File: config.mk
export PLATFORM = sky130hd
export DESIGN_NAME = hazard_unit
export DESIGN_NICKNAME = d
export VERILOG_FILES = /design/src/rtl/hazard_unit_pkg.sv /design/src/rtl/hazard_scoreboard.sv /design/src/rtl/hazard_unit.sv
export SDC_FILE = /design/constraint.sdc
export NUM_CORES = 1
export LEC_CHECK = 0
export ABC_AREA = 0
export CAP_MARGIN = 5
export CORE_ASPECT_RATIO = 0.75
export CORE_MARGIN = 10
export CORE_UTILIZATION = 45
export CTS_CLUSTER_DIAMETER = 80
export CTS_CLUSTER_SIZE = 25
export DETAILED_ROUTE_END_ITERATION = 16
export GPL_TIMING_DRIVEN = 1
export PLACE_DENSITY = 0.74
export SETUP_SLACK_MARGIN = 0.05
export SKIP_CTS_REPAIR_TIMING = 1
export SLEW_MARGIN = 40
export SYNTH_ARGS = -nofsm -noshare
export SYNTH_HDL_FRONTEND = slang
export SYNTH_HIERARCHICAL = 1
export SYNTH_SLANG_ARGS = --single-unit
export TNS_END_PERCENT = 20
File: constraint.sdc
create_clock -name clk -period 2.8 [get_ports clk]
set_clock_uncertainty 0.15 [all_clocks]
set_input_delay 0.56 -clock clk [delete_from_list [all_inputs] [get_ports clk]]
set_output_delay 0.56 -clock clk [all_outputs]
set_load 0.01 [all_outputs]
File: src/rtl/hazard_unit_pkg.sv
// Shared pipeline definitions: forwarding-select encodings and the scoreboard entry record,
// used by the hazard unit and by the datapath operand muxes.
package hazard_unit_pkg;

    typedef enum logic [1:0] {
        FwdRegfile = 2'b00,
        FwdEx      = 2'b01,
        FwdMem     = 2'b10,
        FwdWb      = 2'b11
    } fwd_sel_e;

    typedef struct packed {
        logic       valid;
        logic [3:0] rd;
        logic       reg_write;
        logic       is_load;
    } sb_entry_t;

    // r15 is the PC and is never forwarded.
    localparam logic [3:0] RegPc = 4'd15;

    function automatic logic fwd_hit(input sb_entry_t e, input logic [3:0] r);
        return e.valid && e.reg_write && (e.rd == r);
    endfunction

endpackage

File: src/rtl/hazard_scoreboard.sv
// Three-stage in-flight destination tracker (EX, MEM, WB) mirroring the pipeline registers.
module hazard_scoreboard
    import hazard_unit_pkg::*;
(
    input  logic      clk_i,
    input  logic      reset_i,
    input  logic      ex_load_i,
    input  sb_entry_t id_entry_i,
    output sb_entry_t ex_o,
    output sb_entry_t mem_o,
    output sb_entry_t wb_o
);

    sb_entry_t ex_d, ex_q;
    sb_entry_t mem_d, mem_q;
    sb_entry_t wb_d, wb_q;

    always_comb begin
        wb_d  = mem_q;
        mem_d = ex_q;
        ex_d  = id_entry_i;
        // A bubble or an empty decode slot enters EX as an invalid entry.
        if (!ex_load_i) begin
            ex_d.valid = 1'b0;
        end
    end

    always_ff @(posedge clk_i or posedge reset_i) begin
        if (reset_i) begin
            ex_q  <= '0;
            mem_q <= '0;
            wb_q  <= '0;
        end else begin
            ex_q  <= ex_d;
            mem_q <= mem_d;
            wb_q  <= wb_d;
        end
    end

    assign ex_o  = ex_q;
    assign mem_o = mem_q;
    assign wb_o  = wb_q;

endmodule

File: src/rtl/hazard_unit.sv
// Load-use stall detection, taken-branch flush and operand forwarding selection for a
// five-stage pipeline, plus a saturating count of load-use stall cycles.
module hazard_unit
    import hazard_unit_pkg::*;
#(
    parameter int unsigned STALL_CNT_W = 16
) (
    input  logic                   clk,
    input  logic                   reset,
    input  logic                   id_valid,
    input  logic [3:0]             id_rn,
    input  logic [3:0]             id_rm,
    input  logic                   id_rn_used,
    input  logic                   id_rm_used,
    input  logic [3:0]             id_rd,
    input  logic                   id_reg_write,
    input  logic                   id_is_load,
    input  logic                   branch_taken,
    output logic                   cu_mux_select,
    output logic                   pc_load_enable,
    output logic                   if_id_load_enable,
    output logic                   if_id_flush,
    output logic [1:0]             fwd_a_sel,
    output logic [1:0]             fwd_b_sel,
    output logic [STALL_CNT_W-1:0] stall_count
);

    localparam logic [STALL_CNT_W-1:0] CntOne = STALL_CNT_W'(1);

    sb_entry_t id_entry, ex_e, mem_e, wb_e;
    logic      load_use;
    logic      stall;
    fwd_sel_e  fwd_a, fwd_b;

    logic [STALL_CNT_W-1:0] stall_cnt_d, stall_cnt_q;

    assign id_entry = '{valid: id_valid, rd: id_rd, reg_write: id_reg_write,
                        is_load: id_is_load};

    hazard_scoreboard u_scoreboard (
        .clk_i      (clk),
        .reset_i    (reset),
        .ex_load_i  (cu_mux_select && id_valid),
        .id_entry_i (id_entry),
        .ex_o       (ex_e),
        .mem_o      (mem_e),
        .wb_o       (wb_e)
    );

    function automatic fwd_sel_e pick_fwd(input logic [3:0] r, input logic used,
                                          input sb_entry_t ex, input sb_entry_t mem,
                                          input sb_entry_t wb);
        if (!used || r == RegPc) begin
            return FwdRegfile;
        end
        // A load in EX has no data yet; the load-use stall covers that case.
        if (fwd_hit(ex, r) && !ex.is_load) begin
            return FwdEx;
        end
        if (fwd_hit(mem, r)) begin
            return FwdMem;
        end
        if (fwd_hit(wb, r)) begin
            return FwdWb;
        end
        return FwdRegfile;
    endfunction

    always_comb begin
        load_use = id_valid && ex_e.valid && ex_e.is_load && ex_e.reg_write &&
                   ((id_rn_used && id_rn == ex_e.rd) || (id_rm_used && id_rm == ex_e.rd));
        stall    = !reset && load_use && !branch_taken;

        fwd_a = pick_fwd(id_rn, id_rn_used, ex_e, mem_e, wb_e);
        fwd_b = pick_fwd(id_rm, id_rm_used, ex_e, mem_e, wb_e);

        cu_mux_select     = 1'b1;
        pc_load_enable    = 1'b1;
        if_id_load_enable = 1'b1;
        if_id_flush       = 1'b0;
        fwd_a_sel         = fwd_a;
        fwd_b_sel         = fwd_b;

        if (reset) begin
            cu_mux_select     = 1'b0;
            pc_load_enable    = 1'b0;
            if_id_load_enable = 1'b0;
            fwd_a_sel         = FwdRegfile;
            fwd_b_sel         = FwdRegfile;
        end else if (branch_taken) begin
            cu_mux_select = 1'b0;
            if_id_flush   = 1'b1;
        end else if (load_use) begin
            cu_mux_select     = 1'b0;
            pc_load_enable    = 1'b0;
            if_id_load_enable = 1'b0;
        end
    end

    always_comb begin
        stall_cnt_d = stall_cnt_q;
        if (stall && stall_cnt_q != '1) begin
            stall_cnt_d = stall_cnt_q + CntOne;
        end
    end

    always_ff @(posedge clk or posedge reset) begin
        if (reset) begin
            stall_cnt_q <= '0;
        end else begin
            stall_cnt_q <= stall_cnt_d;
        end
    end

    assign stall_count = stall_cnt_q;

endmodule

Yosys cells after proc, flatten, opt, wreduce, memory -nomap -nowiden --
Cells that the tools add are included.
Word-level totals: flip-flop bits (word level) 35, latch bits 0, memory bits (writable) 0, bits in read-only memories 0, input port bits 20, output and inout port bits 24, logic and storage cells 98, memories kept 0
Cells by class: $add $sub $neg 1, multipliers 0, div/mod/pow operators 0, magnitude comparators 0, eq/ne operators 11, shifts and indexed selects 0, muxes and demuxes 46, bitwise operators 0, reduce and logical (&&, ||, !) cells 29
Operators with widths (number):
- 2-to-1 mux 2 bit | 18
- equality test 4 bit | 8
- 2-to-1 mux 1 bit | 28
- logical AND 1 bit | 21
- adder 16 x 1 -> 16 bit (second input constant) | 1
- != test 16 bit (second input constant) | 1
- equality test 4 bit (second input constant) | 2
- zero test 1 bit | 5
- logical OR 1 bit | 3

Depth between registers and ports, before layout --
Gate-level depths: netlist (run 1).
word-level depth 15, depth in mapped cells 6, mapped depth without buffers 6

Hierarchy --
The synthesis (run 1) kept the hierarchy.
By module, submodules not included:
- hazard_unit | times used 1, cells an instance 136, area each 1275.0 µm², seq. area each 400.4 µm²
- hazard_scoreboard | times used 1, cells an instance 23, area each 535.5 µm², seq. area each 525.5 µm²

Worst setup path before layout (run 1) --
OpenSTA, ideal clock, no wires.
path type input to output, start point in id_rn[1], end point out fwd_a_sel[1], arrival time 1.882 ns, data required time 2.090 ns, slack 0.208 ns, cell stages on the path 4, path buffers 0, path through xor2_1 -> a221oi_1 -> or4b_2 -> a211oi_1
On the way: word-level cells in the longest chain between the ends 11, elaborated cells between the ends (all ways) 27, those cells by class eq/ne: 4; mux: 18; reduce/logical: 5
RTL lines:
- start, declared | RTL line hazard_unit.sv:11 | input logic [3:0] id_rn,
- equality test 4 bit | RTL line hazard_unit_pkg.sv:23 | return e.valid && e.reg_write && (e.rd == r);
- logical AND 1 bit | RTL line hazard_unit_pkg.sv:23
- 2-to-1 mux 1 bit or logical AND 1 bit (tied branches) | RTL line hazard_unit.sv:63, hazard_unit.sv:57
- 2-to-1 mux 1 bit or 2-to-1 mux 2 bit (tied branches) | RTL line hazard_unit.sv:63, hazard_unit.sv:57
- 2-to-1 mux 1 bit or 2-to-1 mux 2 bit (tied branches) | RTL line hazard_unit.sv:60 | if (fwd_hit(mem, r)) begin
- 2-to-1 mux 1 bit or 2-to-1 mux 2 bit (tied branches) | RTL line hazard_unit.sv:57, hazard_unit.sv:63
- 2-to-1 mux 2 bit | RTL line hazard_unit.sv:66 | return FwdRegfile;
- 2-to-1 mux 2 bit | RTL line hazard_unit.sv:63 | if (fwd_hit(wb, r)) begin
- 2-to-1 mux 2 bit | RTL line hazard_unit.sv:60
- 2-to-1 mux 2 bit (*) | RTL line hazard_unit.sv:57 | if (fwd_hit(ex, r) && !ex.is_load) begin
- 2-to-1 mux 2 bit (*) | RTL line hazard_unit.sv:84 | if (reset) begin
- end, declared | RTL line hazard_unit.sv:23 | output logic [1:0] fwd_a_sel,
Every way passes the cells marked *; elsewhere a longest branch is shown, timed or not. The select of a mux whose other input is x is not followed.

Final worst setup path (run 1) --
start point in id_rn[0], end point out if_id_load_enable
On the way: word-level cells in the longest chain between the ends 7
RTL lines:
- equality test 4 bit | RTL line hazard_unit.sv:71 | ((id_rn_used && id_rn == ex_e.rd) || (id_rm_used && id_rm == ex_e.rd));
- logical AND 1 bit | RTL line hazard_unit.sv:71
- logical OR 1 bit | RTL line hazard_unit.sv:71
- logical AND 1 bit | RTL line hazard_unit.sv:70 | load_use = id_valid && ex_e.valid && ex_e.is_load && ex_e.reg_write &&
- 2-to-1 mux 1 bit | RTL line hazard_unit.sv:93 | end else if (load_use) begin
- 2-to-1 mux 1 bit | RTL line hazard_unit.sv:90 | end else if (branch_taken) begin
- 2-to-1 mux 1 bit | RTL line hazard_unit.sv:84
- end, declared | RTL line hazard_unit.sv:21 | output logic if_id_load_enable,
No other way between the ends.

==> flow_metrics.env, run 1 <==
export IMPL_wire_per_inst_um=17.9
export IMPL_cts_max_level=2
export IMPL_crit_fanout=3
export IMPL_rsz0062_at_grt="true"
export IMPL_io_pins=44
export IMPL_cts_made_buffers=5
export IMPL_setup_tns_ns=0
export IMPL_die_h_um=74.2
export IMPL_port_buffers=43
export IMPL_cp_top_family="buffers and inverters"
export IMPL_cp_startpoint="id_rn[0]"
export IMPL_arrival_ns=2.00
export IMPL_grt_met2_usage=0.231
export IMPL_yosysWarnings=6
export IMPL_ir_drop_uv=362
export IMPL_drv_slew=0
export IMPL_grt_pass1_wl_um=7790
export IMPL_grt_busiest_layer="met2"
export IMPL_finalInstanceArea_um2=2630
export IMPL_rows=19
export IMPL_powerDensity_nw_per_um2=409
export IMPL_clock_fmax_mhz=370
export IMPL_syn_area_um2=1760
export IMPL_min_from="u_scoreboard/mem_o[6]$_DFF_PP0_"
export IMPL_max_stage_delay_ns=0.27
export IMPL_power_mw=1.07
export IMPL_overflow=0
export IMPL_status="finished, final reports clean"
export IMPL_coreArea_um2=3710
export IMPL_start_util=0.475
export IMPL_grt_pass1_vias=1598
export IMPL_hp_class="flop to flop"
export IMPL_cap_viol_max_count=0
export IMPL_gp_congestion=0.844
export IMPL_final_cell_mix="34 x dfrtp_1, 29 x buf_4, 28 x clkdlybuf4s50_1, 21 x xor2_1, 14 x nand3_1"
export IMPL_die_x_um=92.2
export IMPL_nNetsFinal=257
export IMPL_clkTransAtPathRegs_ns=0.07
export IMPL_cts_root_buf="clkbuf_8"
export IMPL_syn_inst=157
export IMPL_grt_use_met3=0.0513
export IMPL_syn_nets=178
export IMPL_layout_commonest_cell="dfrtp_1"
export IMPL_synth_area_per_cell_um2=11.2
export IMPL_drive_gt1_frac=0.274
export IMPL_crit_buf_inv=4
export IMPL_clockBufferDepth=2
export IMPL_p_leak_nw=1.19
export IMPL_hpwl_um=3900
export IMPL_vias=1516
export IMPL_viasPerCell=5.25
export IMPL_diodes=0
export IMPL_r2r_start="stall_count[0]$_DFFE_PP0P_"
export IMPL_finalHoldWorstSlack_ns=0.268
export IMPL_firstDrtPassIters=4
export IMPL_start_kind="input port"
export IMPL_crit_chain="dlymetal6s2s_1 -> buf_4 -> xor2_1 -> nor4_4 -> buf_4 -> a22oi_1 -> nor2_2 -> a21oi_2 -> clkbuf_2"
export IMPL_drt_total_wl_um=5170
export IMPL_min_period_over_period=0.966
export IMPL_hold_viol=0
export IMPL_grt_use_met1=0.171
export IMPL_post_route_min_period_ns=2.71
export IMPL_cts_tree="yes"
export IMPL_die_area_um2=6840
export IMPL_postRouteAntennaNets=0
export IMPL_path_common_cell="buf_4"
export IMPL_crit_path_end_kind="output pin"
export IMPL_drc=0
export IMPL_setup_violations=0
export IMPL_cts_sinks=35
export IMPL_detail_route_iter0_violations=100
export IMPL_grt_start_max_net_pins=20
export IMPL_track_usage=0.144
export IMPL_dpl_instance_area_um2=2450
export IMPL_area_growth_pct=49.1
export IMPL_tightest_slew_ns=0.682
export IMPL_antenna_found_initial=0
export IMPL_slew_headroom=0.543
export IMPL_clk_latency_ns=0.28
export IMPL_crit_type="input port to output pin"
export IMPL_cp_required_ns=2.09
export IMPL_slowest_stage="nor4_4"
==> per-stage QoR <==
stage / setup WS [ns] / std cells / util
after floorplan: 0.208 / 157 / -
after global placement: -0.757 / 278 / 0.661
after detailed placement: -0.834 / 278 / 0.661
after CTS: -0.834 / 286 / 0.688
after global routing: -0.0166 / 289 / 0.708
final: 0.0941 / 289 / 0.708
==> registers in the layout, summed over array words and instances (netlist names) <==
name / cells
u_scoreboard/ex_o: 7
u_scoreboard/wb_o: 6
stall_count: 16
u_scoreboard/mem_o: 6
==> area by class of cell <==
type | count | area [µm²]
clock buffers | 8 | 100
repair buffers | 73 | 637
flip-flops and latches | 35 | 877
inverters | 7 | 26.3
fillers | 281 | 1080
multi-input cells | 114 | 920
well taps | 52 | 65.1
==> where the power goes <==
part / switching, mW / total, mW / internal (mW)
clock network: 0.176 / 0.401 / 0.224
registers: 0.0143 / 0.533 / 0.519
logic: 0.0688 / 0.139 / 0.0704
==> routing by layer <==
layer,vias to the layer above,part of all wire
met5,-,0
met4,0,0.019
li1,723,-
met1,731,0.42
met3,11,0.068
met2,51,0.50
==> worst reg2reg max path, stage by stage (launching register included) <==
cell     delay [ns]
dfrtp_1        0.43
ha_1           0.25
nand4_1        0.29
nor4_4         0.54
nor2_1         0.15
mux2_2         0.30
==> path summary, 6_finish.rpt <==
| kind | depth (start not counted) | slack [ns] | endpoint |
|---|---|---|---|
| worst min register to register | 0 | 0.27 | u_scoreboard/wb_o[6]$_DFF_PP0_ |
| min in group asynchronous | 3 | 0.58 | stall_count[3]$_DFFE_PP0P_ |
| max in group asynchronous | 3 | 1.48 | u_scoreboard/ex_o[4]$_DFF_PP0_ |
| worst max-delay path | 9 | 0.09 | if_id_load_enable |
| worst min-delay path | 0 | 0.27 | u_scoreboard/wb_o[6]$_DFF_PP0_ |
| worst max register to register | 5 | 0.58 | stall_count[1]$_DFFE_PP0P_ |
Note: power is estimated with default switching activity, not from simulation.
==> inputs of run 2 (changes only) <==
Settings changed: CAP_MARGIN 5 to default, SKIP_LAST_GASP from default to 1.
Clock period 2.8 ns to 2.6 ns, I/O delays scaled along.
==> run 2 against run 1 <==
- utilization increased by 3.1 points
- the run now ends with negative setup slack left
- highest routed layer unchanged
- critical path type is now flop to output pin
- routed wire length increased by 1.3%
- global-route usage about the same
==> flow_metrics.env, run 2 (synthesis results as in run 1) <==
export IMPL_antenna_found_initial=0
export IMPL_crit_chain="xor2_1 -> a221oi_2 -> or4b_4 -> a41oi_2 -> nor2_1 -> buf_2"
export IMPL_ir_drop_uv=318
export IMPL_intPower_uw=852
export IMPL_coreArea_um2=3710
export IMPL_firstDrtPassIters=4
export IMPL_slew_headroom=0.531
export IMPL_largest_reg_flops=16
export IMPL_rows=19
export IMPL_diodes=0
export IMPL_p_leak_nw=1.24
export IMPL_regArea_um2=878
export IMPL_cts_sinks=35
export IMPL_fillCellCount=246
export IMPL_gp_congestion=0.854
export IMPL_clock_fmax_mhz=384
export IMPL_cp_startpoint="u_scoreboard/mem_o[3]$_DFF_PP0_"
export IMPL_track_usage=0.144
export IMPL_drv_slew=0
export IMPL_p_sw_frac=0.252
export IMPL_drc=0
export IMPL_overflow=0
export IMPL_io_pins=44
export IMPL_postRouteAntennaNets=0
export IMPL_port_buffers=43
export IMPL_crit_fanout=2
export IMPL_crit_type="flop to output pin"
export IMPL_clkTransAtPathRegs_ns=0.07
export IMPL_r2r_start="stall_count[0]$_DFFE_PP0P_"
export IMPL_hold_viol=0
export IMPL_nNetsFinal=264
export IMPL_status="finished with violations"
export IMPL_cp_required_ns=1.93
export IMPL_grt_start_max_net_pins=20
export IMPL_grt_pass1_wl_um=7830
export IMPL_slowest_stage="or4b_4"
export IMPL_drt_total_wl_um=5240
export IMPL_setup_ws_ns=-0.00143
export IMPL_tightest_slew_ns=0.699
export IMPL_wire_per_inst_um=17.8
export IMPL_place_ws_ns=-0.895
export IMPL_viasPerCell=5.26
export IMPL_clockBufferDepth=2
export IMPL_setup_violations=1
export IMPL_p_sw_uw=287
export IMPL_cap_viol_max_count=0
export IMPL_grt_pass1_vias=1556
export IMPL_start_util=0.475
export IMPL_drive_gt1_frac=0.317
export IMPL_clkPwrFrac=0.352
export IMPL_hpwl_um=3850
export IMPL_min_from="u_scoreboard/ex_o[1]$_DFF_PP0_"
export IMPL_crit_path_end_kind="output pin"
export IMPL_die_x_um=92.2
export IMPL_min_period_over_period=1.00
export IMPL_violations="negative setup slack"
export IMPL_powerDensity_nw_per_um2=416
export IMPL_die_area_um2=6840
export IMPL_seqPwrFrac=0.505
export IMPL_rsz0062_at_grt="true"
export IMPL_multi_input_area_um2=968
export IMPL_layout_commonest_cell="buf_4"
export IMPL_p_comb_frac=0.143
export IMPL_cts_made_buffers=5
export IMPL_area_growth_pct=55.6
export IMPL_finalHoldWorstSlack_ns=0.281
export IMPL_arrival_ns=1.93
export IMPL_final_cell_mix="34 x buf_4, 33 x dfrtp_1, 28 x clkdlybuf4s50_1, 17 x xor2_1, 14 x nand3_1"
export IMPL_cp_top_family="simple AND/OR/NAND/NOR gates"
export IMPL_cts_root_buf="clkbuf_8"
export IMPL_die_h_um=74.2
export IMPL_start_kind="flop"
export IMPL_crit_buf_inv=1
export IMPL_cts_max_level=2
export IMPL_post_route_min_period_ns=2.60
export IMPL_detail_route_iter0_violations=111
export IMPL_vias=1553
export IMPL_fin_cells=295
export IMPL_max_stage_delay_ns=0.51
export IMPL_clk_latency_ns=0.29
export IMPL_hp_class="flop to flop"
export IMPL_cts_tree="yes"
export IMPL_dp_cells=283
[run 2: changes by cell type in the layout (fill, tap and decap cells not counted), moves of 2 or more]
cell / previous run / this run
buf_4: 29 / 34
clkbuf_2: 5 / 3
xor2_2: 4 / 7
xor2_1: 21 / 17
[run 2: worst register-to-register path: stages (launching register included)]
cell,delay (ns)
dfrtp_1,0.43
ha_1,0.27
nand4_1,0.27
nor4_4,0.55
nor2_1,0.15
mux2_2,0.31
[run 2: cell type report]
cell class              instances  area share
repair buffers                 80       0.260
clock buffers                   6      0.0302
flip-flops and latches         35       0.321
clock inverters                 1     0.00183
well taps                      52      0.0238
inverters                       7     0.00959
multi-input cells             114       0.354
[run 2: routing by layer]
metal	global-route usage	vias to the layer above	wire length, µm
met5	0	-	0
met4	0.0700	0	87
met3	0.0482	7	305
met2	0.216	48	2530
met1	0.184	768	2320
li1	-	730	-
[run 2: final timing paths]
| check | end | slack, ns | cells after the start |
|---|---|---|---|
| worst max-delay path | fwd_a_sel[0] | -0.001 | 6 |
| worst min-delay path | u_scoreboard/mem_o[1]$_DFF_PP0_ | 0.28 | 0 |
| worst max register to register | stall_count[1]$_DFFE_PP0P_ | 0.37 | 5 |
| worst min register to register | u_scoreboard/mem_o[1]$_DFF_PP0_ | 0.28 | 0 |
| max in group asynchronous | u_scoreboard/ex_o[3]$_DFF_PP0_ | 1.29 | 3 |
| min in group asynchronous | stall_count[10]$_DFFE_PP0P_ | 0.53 | 3 |
[run 2: stage by stage]
stage	utilization	cell area [µm²]	power [mW]	setup TNS [ns]
final	0.739	2740	1.14	-0.00143
after global routing	0.739	2740	1.17	-0.478
after global placement	0.674	2500	0.722	-5.00
after detailed placement	0.674	2500	0.728	-5.86
after floorplan	-	1760	0.637	0
after CTS	0.698	2590	1.12	-5.21
[run 2: power groups by stage]
stage / clock, mW / sequential, mW / combinational [mW]
after global placement: 0 / 0.580 / 0.142
after global routing: 0.419 / 0.576 / 0.175
after floorplan: 0 / 0.579 / 0.0578
after CTS: 0.402 / 0.571 / 0.148
final: 0.401 / 0.575 / 0.163
after detailed placement: 0 / 0.581 / 0.147
==> inputs of run 3 (changes only) <==
Settings changed: CAP_MARGIN from default to 25.
==> results of run 3 <==
Final layout, timing and power as in run 2 (identical DEF).
